<file path="src/rtl/fetch_pkg.sv">
// Shared types and widths for the instruction-fetch sequencing controller.
package fetch_pkg;

  localparam int WAIT_W = 8;
  localparam int ADDR_W = 32;

  typedef enum logic [1:0] {
    IDLE    = 2'd0,
    FETCH   = 2'd1,
    DISCARD = 2'd2,
    ERROR   = 2'd3
  } fetch_state_t;

endpackage

</file>
<file path="src/rtl/fetch_wait_timer.sv">
// Wait-cycle counter for an outstanding fetch. `hit` flags that the count taken
// this cycle brings the counter to TIMEOUT.
module fetch_wait_timer
  import fetch_pkg::*;
#(
  parameter int unsigned TIMEOUT = 15
) (
  input  logic              clk,
  input  logic              rst,
  input  logic              clr,
  input  logic              en,
  output logic [WAIT_W-1:0] count,
  output logic              hit
);

  localparam logic [WAIT_W:0] LIMIT = (WAIT_W + 1)'(TIMEOUT);

  logic [WAIT_W:0] count_inc;

  // One extra bit so the compare cannot wrap when TIMEOUT is 255.
  assign count_inc = {1'b0, count} + {{WAIT_W{1'b0}}, 1'b1};
  assign hit       = en && (count_inc >= LIMIT);

  always_ff @(posedge clk or negedge rst) begin
    if (!rst) begin
      count <= '0;
    end else if (clr) begin
      count <= '0;
    end else if (en) begin
      count <= count_inc[WAIT_W-1:0];
    end
  end

endmodule

</file>
<file path="src/rtl/fetch_ctrl.sv">
// Fetch-stage sequencer: PC pause/redirect, imem request/ack handshake,
// IF/ID hold/flush and ID/EX bubble generation, fetch timeout detection.
module fetch_ctrl
  import fetch_pkg::*;
#(
  parameter int unsigned TIMEOUT = 15
) (
  input  logic              clk,
  input  logic              rst,
  input  logic              jump_flag,
  input  logic [ADDR_W-1:0] ex_npc,
  input  logic              load_use_hazard,
  input  logic              imem_ack,
  output logic              imem_req,
  output logic              pause_flag,
  output logic              jump_out,
  output logic [ADDR_W-1:0] npc_out,
  output logic              fetch_valid,
  output logic              if_id_hold,
  output logic              if_id_flush,
  output logic              id_ex_flush,
  output logic              timeout_err,
  output fetch_state_t      dbg_state,
  output logic [WAIT_W-1:0] dbg_wait
);

  // Handshake: imem_req stays high from issue until the cycle imem_ack is
  // seen; the request is never withdrawn, even when its data will be dropped.

  fetch_state_t      state, next_state;
  logic [ADDR_W-1:0] redir_pc;
  logic              redir_load;
  logic              timer_clr, timer_en, timer_hit;

  fetch_wait_timer #(
    .TIMEOUT (TIMEOUT)
  ) u_timer (
    .clk   (clk),
    .rst   (rst),
    .clr   (timer_clr),
    .en    (timer_en),
    .count (dbg_wait),
    .hit   (timer_hit)
  );

  assign dbg_state = state;

  always_ff @(posedge clk or negedge rst) begin
    if (!rst) begin
      state    <= IDLE;
      redir_pc <= '0;
    end else begin
      state <= next_state;
      if (redir_load) redir_pc <= ex_npc;
    end
  end

  always_comb begin
    next_state  = state;
    imem_req    = 1'b0;
    pause_flag  = 1'b1;
    jump_out    = 1'b0;
    npc_out     = '0;
    fetch_valid = 1'b0;
    if_id_hold  = 1'b0;
    if_id_flush = 1'b0;
    id_ex_flush = 1'b0;
    timeout_err = 1'b0;
    redir_load  = 1'b0;
    timer_clr   = 1'b0;
    timer_en    = 1'b0;

    unique case (state)
      IDLE: begin
        timer_clr  = 1'b1;
        next_state = FETCH;
      end

      FETCH: begin
        imem_req  = 1'b1;
        timer_clr = imem_ack;
        timer_en  = !imem_ack;
        if (jump_flag) begin
          if_id_flush = 1'b1;
          id_ex_flush = 1'b1;
          if (imem_ack) begin
            jump_out   = 1'b1;
            npc_out    = ex_npc;
            pause_flag = 1'b0;
          end else begin
            // Redirect must wait for the outstanding response to drain.
            redir_load = 1'b1;
            next_state = timer_hit ? ERROR : DISCARD;
          end
        end else if (load_use_hazard) begin
          if_id_hold  = 1'b1;
          id_ex_flush = 1'b1;
          if (timer_hit) next_state = ERROR;
        end else if (imem_ack) begin
          fetch_valid = 1'b1;
          pause_flag  = 1'b0;
        end else begin
          if_id_flush = 1'b1;
          if (timer_hit) next_state = ERROR;
        end
      end

      DISCARD: begin
        imem_req    = 1'b1;
        if_id_flush = 1'b1;
        if (jump_flag) begin
          redir_load  = 1'b1;
          id_ex_flush = 1'b1;
        end
        if (load_use_hazard) id_ex_flush = 1'b1;
        if (imem_ack) begin
          // A jump arriving with the ack bypasses redir_pc: newest target wins.
          jump_out   = 1'b1;
          npc_out    = jump_flag ? ex_npc : redir_pc;
          pause_flag = 1'b0;
          timer_clr  = 1'b1;
          next_state = FETCH;
        end else begin
          timer_en = 1'b1;
          if (timer_hit) next_state = ERROR;
        end
      end

      ERROR: begin
        if_id_flush = 1'b1;
        timeout_err = 1'b1;
      end

      default: next_state = IDLE;
    endcase
  end

endmodule

</file>
<file path="config.mk">
export PLATFORM = sky130hd
export DESIGN_NAME = fetch_ctrl
export DESIGN_NICKNAME = d
export VERILOG_FILES = /design/src/rtl/fetch_pkg.sv /design/src/rtl/fetch_wait_timer.sv /design/src/rtl/fetch_ctrl.sv
export SDC_FILE = /design/constraint.sdc
export NUM_CORES = 1
export LEC_CHECK = 0
export ABC_AREA = 0
export CAP_MARGIN = 20
export CELL_PAD_IN_SITES_DETAIL_PLACEMENT = 1
export CELL_PAD_IN_SITES_GLOBAL_PLACEMENT = 2
export CORE_ASPECT_RATIO = 2
export CORE_UTILIZATION = 29
export DETAILED_ROUTE_END_ITERATION = 16
export PLACE_DENSITY_LB_ADDON = 0.1
export SLEW_MARGIN = 20
export SYNTH_ARGS = -nofsm -noshare
export SYNTH_HDL_FRONTEND = slang
export SYNTH_SLANG_ARGS = --single-unit
</file>
<file path="constraint.sdc">
create_clock -name clk -period 2.8 [get_ports clk]
set_input_delay 0.56 -clock clk [delete_from_list [all_inputs] [get_ports clk]]
set_output_delay 0.56 -clock clk [all_outputs]
set_load 0.01 [all_outputs]
</file>
==> out/qor.yml <==
synthFlopType: "dfrtp_1"
grt_pass1_wl_um: 11700
place.gp.congestion: 0.751
rsz0062_at_grt: "false"
drt_wl_total_um: 7320
groute.usage.overall_pct: 17.7
critPathSlowestCell: "clkdlybuf4s50_1"
via_per_inst: 5.12
dieHeight_um: 132
core_um2: 8000
io_buffers: 86
skew_ps: 6.16
syn-num-nets: 290
stdcell_count: 433
drv_cap: 0
clk_pin_slew_worst_paths_ps: 60
mostFrequentLayoutCells: "clkdlybuf4s50_1 (52), nor2_1 (42), dfrtp_1 (41)"
synth_top_area_share_pct: 43.2
layout.nets: 380
clock_latency_ps: 280
cp.arrival_ps: 2120
synthAdderAreaFrac_pct: 3.60
crit_family: "buffers and inverters"
path_class: "flop to primary output"
synthArstFlopShare_pct: 100
p_leak_nw: 1.66
synth.area.top_cells: "dfrtp_1 (43%), mux2_2 (14%), a22oi_1 (10%)"
worstMarginPinSlew_ps: 639
ant_nets: 0
post-route-period-util_pct: 95.8
finalHoldViolCount: 0
place_inst: 424
synth-xor-area-share_pct: 1.80
grt_max_degree: 33
avgSynthCellArea_um2: 9.89
cts_inserted_buffers: 5
ios: 87
yosysSeqAreaShare_pct: 43.2
dieWidth_um: 66.8
p_total_mw: 2.84
slew_viol_final: 0
critPathCaptureType: "primary output"
synth_seq_cells: 42
synth_top_family_by_area: "compound AO/OA/AOI/OAI gates"
vias: 2215
worstPathMaxFanout: 11
num_rows: 46
die-area_um2: 8780
min_path_type: "input pin to async pin"
relSlewSlack_pct: 57.4
synth_edf_count: 0
powerDensity_nw_per_um2: 772
cts.sinks: 42
setup_violations: 0
wl_per_cell_um: 16.9
final_layout_size_suffix_gt1_share_pct: 19.6
synth_top_area_cell: "dfrtp_1"
dr.pass1.iters: 4
gr-total-overflow: 0
grt_antenna_before_repair: 0
ys_warn_count: 0
cp_data_required_time_ps: 2240
num_antenna_cells: 0
cpPeakStageDelay_ps: 480
clk_path_buf_depth: 2
ctsRootBufferMaster: "clkbuf_16"
synth_area_um2: 2430
hpwlAfterDp_um: 5350
cts_max_level: 2
drt_first_iter_violations: 72
ir_worst_vdd_mv: 0.395
finalCriticalPeriod_ps: 2680
clock.fmax_ghz: 0.373
drc: 0
synthMuxAreaShare_pct: 14.8
crit_chain: "inv_1 -> ha_4 -> nor2b_1 -> and2_1 -> or2_2 -> clkdlybuf4s50_1"
synthSimpleGateAreaFrac_pct: 13.3
status: "finished clean"
start_util_pct: 30.4
cts_tree: "yes"
crit_buf_inv: 2
synth_compound_area_share_pct: 18.5
syn2layout_area_growth_pct: 51.0
grt_pass1_vias: 2318
synth.distinct_cells: 34
critPathLaunchType: "flop"
syn_inst: 246
layout_commonest_cell: "clkdlybuf4s50_1"
==> power by group <==
part | leakage (nW) | internal [mW] | switching (mW)
registers | 0.524 | 0.862 | 0.153
logic | 1.06 | 0.636 | 0.533
clock network | 0.0781 | 0.422 | 0.230
==> worst register-to-register path, cell delays in order, from the launching register on <==
cell      delay [ps]
dfrtp_2          450
inv_1            170
ha_4             230
a21oi_1          100
nand3b_4         460
mux2_1           470
==> Yosys cell counts, types with 2 or more instances <==
master / count
xnor2_1: 3
a22oi_1: 33
inv_1: 4
nor3_1: 2
xor2_1: 2
ha_1: 7
dfrtp_1: 42
clkbuf_1: 5
o21ai_0: 12
o31ai_1: 3
mux2_1: 2
a21oi_1: 6
nor2_1: 43
nand2b_1: 3
a31oi_1: 3
nand3_1: 4
buf_2: 12
o21bai_1: 2
mux2_2: 30
buf_4: 3
nor2b_1: 2
and2_1: 2
nand2_1: 10
==> stage by stage <==
step | hold WS [ps] | util (%) | worst slack (ps) | setup TNS (ps) | cell area (um^2)
floorplan | 264 | - | 519 | 0 | 2430
global placement | 480 | 43.4 | -102 | -762 | 3470
detailed placement | 487 | 43.4 | -150 | -1870 | 3470
CTS | 314 | 45.5 | -79.8 | -79.8 | 3640
global route | 336 | 45.9 | 29.4 | 0 | 3670
finish | 293 | 45.9 | 117 | 0 | 3670
==> path summary, 6_finish.rpt <==
kind	depth (start not counted)	start	end	slack (ps)
setup reg to reg	5	dbg_state[1]	redir_pc[11]	800
setup / recovery	6	dbg_state[1]	pause_flag	120
hold reg to reg	1	redir_pc[28]	redir_pc[28]	500
max in group asynchronous	2	rst	redir_pc[19]	1910
min in group clk	1	redir_pc[28]	redir_pc[28]	500
hold / removal	1	rst	redir_pc[2]	290
==> logic make-up after synthesis <==
group	Yosys count
flip-flops	42
AND/OR/NAND/NOR	71
adder cells (fa/ha/maj)	7
AO/OA/AOI/OAI	65
buffers and inverters	24
XOR/XNOR	5
multiplexers	32
==> flip-flops by register name, indices dropped and copies added (netlist names) <==
signal / cells
redir_pc: 32
u_timer.count: 8
dbg_state: 2
==> repair_timing <==
action | in CTS | in global routing
cloned | 1 | 0
endpoints found under the setup margin | 34 | 3
resized for setup | 36 | 7
buffers inserted | 0 | 0
hold buffers | 0 | 0
==> metal layers <==
| metal | up-vias | wire [um] | GRT usage, % |
|---|---|---|---|
| li1 | 1054 | - | - |
| met1 | 1104 | 2700 | 18.4 |
| met3 | 9 | 258 | 2.95 |
| met5 | - | 0 | 0 |
| met2 | 48 | 4230 | 33.4 |
| met4 | 0 | 138 | 6.03 |
==> area by class of cell <==
| cell class | count | area (um^2) |
|---|---|---|
| clock buffer | 7 | 133 |
| clock inverter | 1 | 30.0 |
| fill | 925 | 4330 |
| inverter | 4 | 15.0 |
| multi-input combinational | 180 | 1310 |
| sequential | 42 | 1050 |
| tap | 96 | 120 |
| timing repair buffer | 103 | 1020 |
(Power assumes the default switching activity.)
